===== config.mk =====
export PLATFORM = sky130hd
export DESIGN_NAME = command_driver
export DESIGN_NICKNAME = d
export VERILOG_FILES = /design/src/rtl/command_driver_pkg.sv /design/src/rtl/command_driver.sv
export SDC_FILE = /design/constraint.sdc
export NUM_CORES = 1
export LEC_CHECK = 0
export ABC_CLOCK_PERIOD_IN_PS = 4350
export BUFFER_PORTS_ARGS = -buffer_cell sky130_fd_sc_hd__buf_4
export CAP_MARGIN = 30
export CORE_ASPECT_RATIO = 0.75
export CORE_MARGIN = 3
export CORE_UTILIZATION = 44
export DETAILED_ROUTE_END_ITERATION = 12
export GPL_TIMING_DRIVEN = 0
export MAX_ROUTING_LAYER = met4
export PLACE_DENSITY = 0.74
export RECOVER_POWER = 50
export SYNTH_ARGS = -nofsm -noshare
export SYNTH_HDL_FRONTEND = slang
export SYNTH_SLANG_ARGS = --single-unit

===== constraint.sdc =====
create_clock -name clk -period 4.35 [get_ports clk]
set_clock_uncertainty 0.05 [all_clocks]
set_input_delay 0.6525 -clock clk [delete_from_list [all_inputs] [get_ports clk]]
set_output_delay 0.6525 -clock clk [all_outputs]
set_load 0.02 [all_outputs]

===== src/rtl/command_driver_pkg.sv =====
// command_driver_pkg: shared types, command codes, driver states and block-length helper
package command_driver_pkg;

    typedef logic        ulogic1;
    typedef logic [1:0]  ulogic2;
    typedef logic [2:0]  ulogic3;
    typedef logic [15:0] ulogic16;
    typedef logic [24:0] ulogic25;

    localparam ulogic3 CMD_NOP       = 3'd0;
    localparam ulogic3 CMD_SCALAR_RD = 3'd1;
    localparam ulogic3 CMD_SCALAR_WR = 3'd2;
    localparam ulogic3 CMD_BLOCK_RD  = 3'd3;
    localparam ulogic3 CMD_BLOCK_WR  = 3'd4;
    localparam ulogic3 CMD_ATOMIC_RD = 3'd5;
    localparam ulogic3 CMD_ATOMIC_WR = 3'd6;
    localparam ulogic3 CMD_NOP7      = 3'd7;

    typedef enum logic [1:0] {IDLE, ISSUE, BLK_DATA} drv_state_e;

    // Number of data words a block write of size code sz transfers.
    function automatic int unsigned blk_words(input ulogic2 sz, input int unsigned unit);
        return unit * (int'(sz) + 1);
    endfunction

endpackage


===== src/rtl/command_driver.sv =====
// command_driver: issues abstract requests as DDR2 controller commands and streams block-write data
//   clk, reset            : clock, asynchronous active-high reset
//   req_valid/ready/...   : stimulus request port (cmd, sz, op, addr, data)
//   wd_valid/ready/data   : block-write data stream
//   ready, fetching       : controller command acceptance and data consumption
//   cmd/sz/op/din/addr    : registered command bus to the controller
//   busy, underrun        : driver not idle; sticky fetch-without-data flag
//   issued_cnt            : wrapping count of issued commands
module command_driver
    import command_driver_pkg::*;
#(
    parameter int BLK_UNIT = 8,
    parameter int CNT_W    = 16
) (
    input  ulogic1             clk,
    input  ulogic1             reset,
    input  ulogic1             req_valid,
    output ulogic1             req_ready,
    input  ulogic3             req_cmd,
    input  ulogic2             req_sz,
    input  ulogic3             req_op,
    input  ulogic25            req_addr,
    input  ulogic16            req_data,
    input  ulogic1             wd_valid,
    output ulogic1             wd_ready,
    input  ulogic16            wd_data,
    input  ulogic1             ready,
    input  ulogic1             fetching,
    output ulogic3             cmd,
    output ulogic2             sz,
    output ulogic3             op,
    output ulogic16            din,
    output ulogic25            addr,
    output ulogic1             busy,
    output ulogic1             underrun,
    output logic [CNT_W-1:0]   issued_cnt
);

    localparam int WC_W = $clog2(4 * BLK_UNIT + 1);

    drv_state_e        state_q, state_d;
    ulogic3            cmd_q, cmd_d, op_q, op_d;
    ulogic2            sz_q, sz_d;
    ulogic16           din_q, din_d;
    ulogic25           addr_q, addr_d;
    ulogic1            din_vld_q, din_vld_d, underrun_q, underrun_d;
    logic [WC_W-1:0]   rem_q, rem_d;
    logic [CNT_W-1:0]  cnt_q, cnt_d;

    // Handshakes are held low while reset is asserted so nothing is accepted or popped.
    assign req_ready  = !reset && ready && state_q == IDLE;
    assign wd_ready   = !reset && state_q == BLK_DATA &&
                        (!din_vld_q || (fetching && rem_q > WC_W'(1)));
    assign cmd        = cmd_q;
    assign sz         = sz_q;
    assign op         = op_q;
    assign din        = din_q;
    assign addr       = addr_q;
    assign busy       = state_q != IDLE;
    assign underrun   = underrun_q;
    assign issued_cnt = cnt_q;

    always_comb begin
        state_d    = state_q;
        cmd_d      = cmd_q;
        sz_d       = sz_q;
        op_d       = op_q;
        din_d      = din_q;
        addr_d     = addr_q;
        din_vld_d  = din_vld_q;
        underrun_d = underrun_q;
        rem_d      = rem_q;
        cnt_d      = cnt_q;
        if (state_q == IDLE) begin
            cmd_d = CMD_NOP;
            // Codes 0 and 7 are consumed without touching the bus.
            if (req_valid && req_ready && req_cmd != CMD_NOP && req_cmd != CMD_NOP7) begin
                state_d = ISSUE;
                cmd_d   = req_cmd;
                sz_d    = req_sz;
                op_d    = req_op;
                addr_d  = req_addr;
                din_d   = (req_cmd == CMD_SCALAR_WR || req_cmd == CMD_ATOMIC_RD ||
                           req_cmd == CMD_ATOMIC_WR) ? req_data : '0;
                cnt_d   = cnt_q + CNT_W'(1);
            end
        end else if (state_q == ISSUE) begin
            cmd_d   = CMD_NOP;
            state_d = (cmd_q == CMD_BLOCK_WR) ? BLK_DATA : IDLE;
            if (cmd_q == CMD_BLOCK_WR) begin
                rem_d     = WC_W'(blk_words(sz_q, BLK_UNIT));
                din_vld_d = 1'b0;
            end
        end else begin
            // A pop in the same cycle as a fetch replaces the word being fetched.
            if (wd_valid && wd_ready) begin
                din_d     = wd_data;
                din_vld_d = 1'b1;
            end else if (fetching) begin
                din_vld_d = 1'b0;
            end
            if (fetching) begin
                rem_d      = rem_q - WC_W'(1);
                underrun_d = underrun_q || !din_vld_q;
                if (rem_q == WC_W'(1)) begin
                    state_d   = IDLE;
                    din_d     = '0;
                    din_vld_d = 1'b0;
                end
            end
        end
    end

    always_ff @(posedge clk or posedge reset) begin
        if (reset) begin
            state_q    <= IDLE;
            cmd_q      <= '0;
            sz_q       <= '0;
            op_q       <= '0;
            din_q      <= '0;
            addr_q     <= '0;
            din_vld_q  <= 1'b0;
            underrun_q <= 1'b0;
            rem_q      <= '0;
            cnt_q      <= '0;
        end else begin
            state_q    <= state_d;
            cmd_q      <= cmd_d;
            sz_q       <= sz_d;
            op_q       <= op_d;
            din_q      <= din_d;
            addr_q     <= addr_d;
            din_vld_q  <= din_vld_d;
            underrun_q <= underrun_d;
            rem_q      <= rem_d;
            cnt_q      <= cnt_d;
        end
    end

endmodule


==> results of run 1 <==
-- per-layer routing --
metal  vias to the layer above  wire [um]
met4                         0         39
met5                         -          0
li1                       1428          -
met3                         6        789
met2                       119       3950
met1                      1401       4060
-- worst max-delay path, stage by stage, from the launching register on --
cell and delay, ps:
dfrtp_1 330, clkbuf_1 330, or3b_1 410, a221oi_2 260, buf_4 210
-- sequential cells by signal, summed over array words and instances, names as in the netlist --
register,flops
din_vld_q,1
rem_q,6
state_q,2
cmd,3
sz,2
issued_cnt,16
din,16
op,3
underrun,1
addr,25
-- logic make-up (layout without fill, tap and decap cells) --
logic type               count (synthesis)  after routing
AND/OR/NAND/NOR                        146            146
adder cells (fa/ha/maj)                  4              4
AO/OA/AOI/OAI                           57             57
XOR/XNOR                                16             16
flip-flops                              75             75
buffers and inverters                   26            182
multiplexers                             2              2
-- layout make-up --
type	count	area, um^2	area share
timing repair buffer	140	951	0.202
clock buffer	10	138	0.0293
sequential	75	1880	0.399
inverter	9	35.0	0.00745
multi-input combinational	225	1360	0.290
clock inverter	6	113	0.0239
buffer	17	98.8	0.0210
tap	101	126	0.0269
-- path summary, 6_finish.rpt --
| path | endpoint | startpoint | slack [ps] | depth (start not counted) |
|---|---|---|---|---|
| worst max-delay path | wd_ready | state_q[1] | 1760 | 4 |
| worst max register to register | din[3] | state_q[1] | 2030 | 8 |
| min in group asynchronous | op[0] | reset | 740 | 2 |
| worst min register to register | issued_cnt[15] | issued_cnt[15] | 430 | 1 |
| worst min-delay path | issued_cnt[15] | issued_cnt[15] | 430 | 1 |
| max in group asynchronous | din[2] | reset | 2680 | 3 |
-- placed cells by master, fill, tap and decap left out, drive strengths merged, types with 3 or more instances in the layout --
cell / n
a22o: 7
xnor2: 11
dfrtp: 75
nor2: 12
a32oi: 16
bufinv: 3
ha: 4
clkbuf: 49
a21oi: 7
nand4: 6
buf: 118
xor2: 5
inv: 8
clkinv: 3
nand3: 5
nand2: 110
o2bb2ai: 16
-- power by group --
group,total [mW],internal [mW],switching [mW]
logic,1.24,0.490,0.753
clock network,0.657,0.398,0.259
registers,1.13,0.947,0.185
-- stage by stage --
stage               setup WS (ps)  hold WS (ps)
global route                 1690           421
CTS                          1810           307
floorplan                    1740           437
global placement              795           411
finish                       1760           429
detailed placement           1790           419
==> impl_metrics.json, run 1 <==
{
  "placedInstanceArea_um2": 4570,
  "cp.arrival_ps": 1880,
  "cts_tree": "yes",
  "grt_pass1_wl_um": 14000,
  "clk_pin_slew_ps": 80,
  "cts_made_buffers": 9,
  "portBuffers": 139,
  "post_cts_resized": 0,
  "violations": "max-capacitance violations, max-slew violations",
  "synthAdderAreaFrac": 0.0148,
  "drive_above_1_share": 0.301,
  "setup_viol": 0,
  "total_power_mw": 3.03,
  "die_w_um": 107,
  "diodes": 0,
  "min_path_type": "reg2reg",
  "clock_latency_ps": 350,
  "tns_ps": 0,
  "top_usage_layer": "met2",
  "ios": 140,
  "hold_viol": 0,
  "drt-total-wl_um": 8840,
  "synth.avg_cell_area_um2": 10.4,
  "muxShareOfSynthArea": 0.00629,
  "core_um2": 7400,
  "synthTopCellsByCount": "110 x nand2_1, 75 x dfrtp_1, 16 x a32oi_1, 16 x o2bb2ai_1, 12 x nor2_1",
  "synthXorXnorAreaFrac": 0.0415,
  "crit_path_start_kind": "register",
  "num_rows": 27,
  "cp.required_ps": 3650,
  "drc": 0,
  "cts_hold_buf": 0,
  "synth_area_leader_cell": "dfrtp_1",
  "cts_root_buffer": "clkbuf_8",
  "start_util": 0.457,
  "ys_seq_area_frac": 0.555,
  "relSlewSlack": -0.172,
  "grt_pass1_vias": 2838,
  "status": "finished, violations left",
  "synth-compound-area-share": 0.142,
  "fin_crit_ps": 2590,
  "crit_type": "reg2out",
  "ys_warn_count": 0,
  "final_max_slew_viol_count": 38,
  "synthMostInstantiatedCell": "nand2_1",
  "critPathCaptureType": "output port",
  "dr_total_vias": 2954,
  "worstMarginPinSlew_ps": 1750,
  "cap_violations": 1,
  "layout.cells.non_filler": 583,
  "dieArea_um2": 8780,
  "grt_usage": 0.211,
  "fin_area_um2": 4700,
  "area_delta_synth_final_pct": 39.1,
  "synth_top_area_frac": 0.555,
  "grt_use_met3": 0.0778,
  "fmax_mhz": 387,
  "gr-total-overflow": 0,
  "peakVddDrop_mv": 0.398,
  "rsz0062_at_grt": "no",
  "ys_types": 42,
  "post_cts.repair.setup_buffers": 0,
  "cts.path.max_buffers": 2,
  "synth_edf_count": 0,
  "cts_sinks": 75,
  "wl_per_cell_um": 15.2,
  "synthTopCellsByArea": "dfrtp_1 56%, nand2_1 12%, a32oi_1 4.1%",
  "antenna_found_initial": 0,
  "synthArstFlopShare": 1.00,
  "p_leak_nw": 2.36,
  "syn-num-nets": 401,
  "path_max_fanout": 8,
  "use_met1": 0.275,
  "grt_max_degree": 39,
  "p_per_area_nw_per_um2": 645,
  "die_h_um": 81.9,
  "yosys.area_share.simple": 0.199,
  "routabilityCongestion": 0.867,
  "dp_cells": 567,
  "num-fill-cells": 669,
  "dr.pass1.iters": 4,
  "synth_top_family_by_area": "simple AND/OR/NAND/NOR gates",
  "dp_hpwl_um": 6500,
  "post-route-period-util": 0.594,
  "nets": 552,
  "post-route-util": 0.636,
  "vias_per_cell": 5.07,
  "antenna_left": 0,
  "syn_inst": 326,
  "h-tree-depth": 3,
  "use_met2": 0.318,
  "ys_ff_latch": 75,
  "drtIter0Drc": 212,
  "synth_flop_cell": "dfrtp_1",
  "syn_area_um2": 3380
}
Note: power is estimated with default switching activity, not from simulation.
==> inputs of run 2 (changes only) <==
--- a/config.mk
+++ b/config.mk
@@ -5,16 +5,16 @@
 export SDC_FILE = /design/constraint.sdc
 export NUM_CORES = 1
 export LEC_CHECK = 0
-export ABC_CLOCK_PERIOD_IN_PS = 4350
+export ABC_CLOCK_PERIOD_IN_PS = 2300
 export BUFFER_PORTS_ARGS = -buffer_cell sky130_fd_sc_hd__buf_4
 export CAP_MARGIN = 30
 export CORE_ASPECT_RATIO = 0.75
 export CORE_MARGIN = 3
-export CORE_UTILIZATION = 44
+export CORE_UTILIZATION = 43
 export DETAILED_ROUTE_END_ITERATION = 12
 export GPL_TIMING_DRIVEN = 0
 export MAX_ROUTING_LAYER = met4
-export PLACE_DENSITY = 0.74
+export PLACE_DENSITY = 0.76
 export RECOVER_POWER = 50
 export SYNTH_ARGS = -nofsm -noshare
 export SYNTH_HDL_FRONTEND = slang
==> constraint.sdc (replaced) <==
create_clock -name clk -period 2.3 [get_ports clk]
set_clock_uncertainty 0.05 [all_clocks]
set_input_delay 0.345 -clock clk [delete_from_list [all_inputs] [get_ports clk]]
set_output_delay 0.345 -clock clk [all_outputs]
set_load 0.02 [all_outputs]
==> run 2 against run 1 <==
Highest routed layer unchanged. Power rose by 89%. Critical path type is now reg2reg. Clock power up 89%. Critical path depth is 3 higher. Largest power group unchanged. Sequential cell count is the same. Worst hold slack lost 300 ps. First-iteration DRC count is 41% lower. The flow now finishes without violations. Largest cell class unchanged. Die area rose by 2.2%. Non-clock buffer count grew 1.
==> impl_metrics.json, run 2 (same netlist as run 1, synthesis figures left out) <==
{
  "drive_above_1_share": 0.304,
  "min_path_type": "in2reg",
  "post_cts.repair.setup_buffers": 0,
  "rsz0062_at_grt": "no",
  "cts.path.max_buffers": 2,
  "critPathCaptureType": "register",
  "mostFrequentLayoutCell": "nand2_1",
  "vias_per_cell": 5.07,
  "cap_violations": 0,
  "crit_type": "reg2reg",
  "cp_slowest_cell": "dfrtp_1",
  "crit_chain": "nor4_4, and3_2, nor2b_1, clkbuf_1, buf_2, a32oi_1, o2bb2ai_1",
  "cts_tree": "yes",
  "routabilityCongestion": 0.794,
  "gr-total-overflow": 0,
  "ios": 140,
  "area_delta_synth_final_pct": 39.5,
  "post-route-util": 0.629,
  "drtIter0Drc": 126,
  "setup_viol": 0,
  "final_max_slew_viol_count": 0,
  "antenna_found_initial": 0,
  "fin_crit_ps": 2160,
  "hold_viol": 0,
  "dr.pass1.iters": 4,
  "path_max_fanout": 10,
  "relSlewSlack": 0.304,
  "start_util": 0.451,
  "clk_pin_slew_ps": 80,
  "p_per_area_nw_per_um2": 1220,
  "wl_per_cell_um": 15.2,
  "crit_path_start_kind": "register",
  "grt_pass1_wl_um": 14000,
  "cts_made_buffers": 9,
  "drt-total-wl_um": 8870,
  "cts_root_buffer": "clkbuf_8",
  "post-route-period-util": 0.939,
  "clock_latency_ps": 350,
  "layout_common_cells": "110 x nand2_1, 106 x buf_4, 74 x dfrtp_1",
  "core_um2": 7500,
  "dr_total_vias": 2961,
  "status": "completed",
  "grt_max_degree": 33,
  "tns_ps": 0,
  "cts_sinks": 75,
  "h-tree-depth": 3,
  "largest_reg_flops": 25,
  "peakVddDrop_mv": 0.659,
  "timing.final.ws_setup_ps": 140,
  "diodes": 0,
  "worstMarginPinSlew_ps": 1040,
  "nets": 553,
  "portBuffers": 139,
  "cp.arrival_ps": 2320,
  "drc": 0,
  "cts_hold_buf": 0,
  "die_h_um": 82.8,
  "grt_usage": 0.208,
  "total_power_mw": 5.73,
  "p_leak_nw": 2.36,
  "num_rows": 27,
  "dp_hpwl_um": 6660,
  "grt_pass1_vias": 2927,
  "antenna_left": 0,
  "worst_path_largest_cell_delay_ps": 460,
  "die_w_um": 108,
  "dp_slack_ps": 54.8,
  "cp.required_ps": 2460,
  "dieArea_um2": 8970,
  "fmax_mhz": 463
}
run 2: changes by cell type in the layout (fill, tap and decap cells not counted), sizes merged:
cell / delta
clkbuf: +3
buf: -2
run 2: critical path: cells and delay by family (launching register included):
kind / cells / cell delay [ps]
buffers and inverters: 2 / 460
flip-flops: 1 / 460
AO/OA/AOI/OAI: 2 / 390
AND/OR/NAND/NOR: 3 / 680
run 2: stage by stage:
step | hold WS (ps) | instances | instance area, um^2
floorplan | 400 | 326 | 3380
global placement | 410 | 566 | 4550
detailed placement | 397 | 568 | 4600
CTS | 16.7 | 584 | 4850
global route | 119 | 584 | 4720
finish | 132 | 584 | 4720
run 2: worst paths after layout:
path                            cells after the start  slack (ps)      startpoint             end
worst max-delay path                                7         140        rem_q[2]          din[6]
worst min-delay path                                3         130    req_addr[15]        addr[15]
worst max register to register                      7         140        rem_q[2]          din[6]
worst min register to register                      1         430  issued_cnt[15]  issued_cnt[15]
max in group asynchronous                           3         730           reset          din[1]
min in group asynchronous                           2         190           reset         addr[1]
run 2: what timing repair did:
action / CTS / global route
gates resized for setup: 0 / 3
endpoints found under the hold margin: 0 / 0
setup endpoints to repair: 0 / 11
run 2: layout make-up:
type | instances | area (um^2)
tap | 101 | 126
sequential | 75 | 1880
fill | 652 | 2780
buffer | 17 | 106
multi-input combinational | 225 | 1370
clock inverter | 6 | 113
inverter | 9 | 35.0
clock buffer | 10 | 138
timing repair buffer | 141 | 952
run 2: where the power goes:
group          switching [mW]  internal, mW
sequential              0.350          1.79
clock                   0.490         0.752
combinational            1.42         0.930
total                    2.26          3.47
run 2: layer usage:
layer,wire length (um),GRT usage,vias up
li1,-,-,1428
met1,3880,0.258,1405
met2,4090,0.334,118
met3,826,0.0719,10
met4,74,0.0454,0
met5,0,-,-
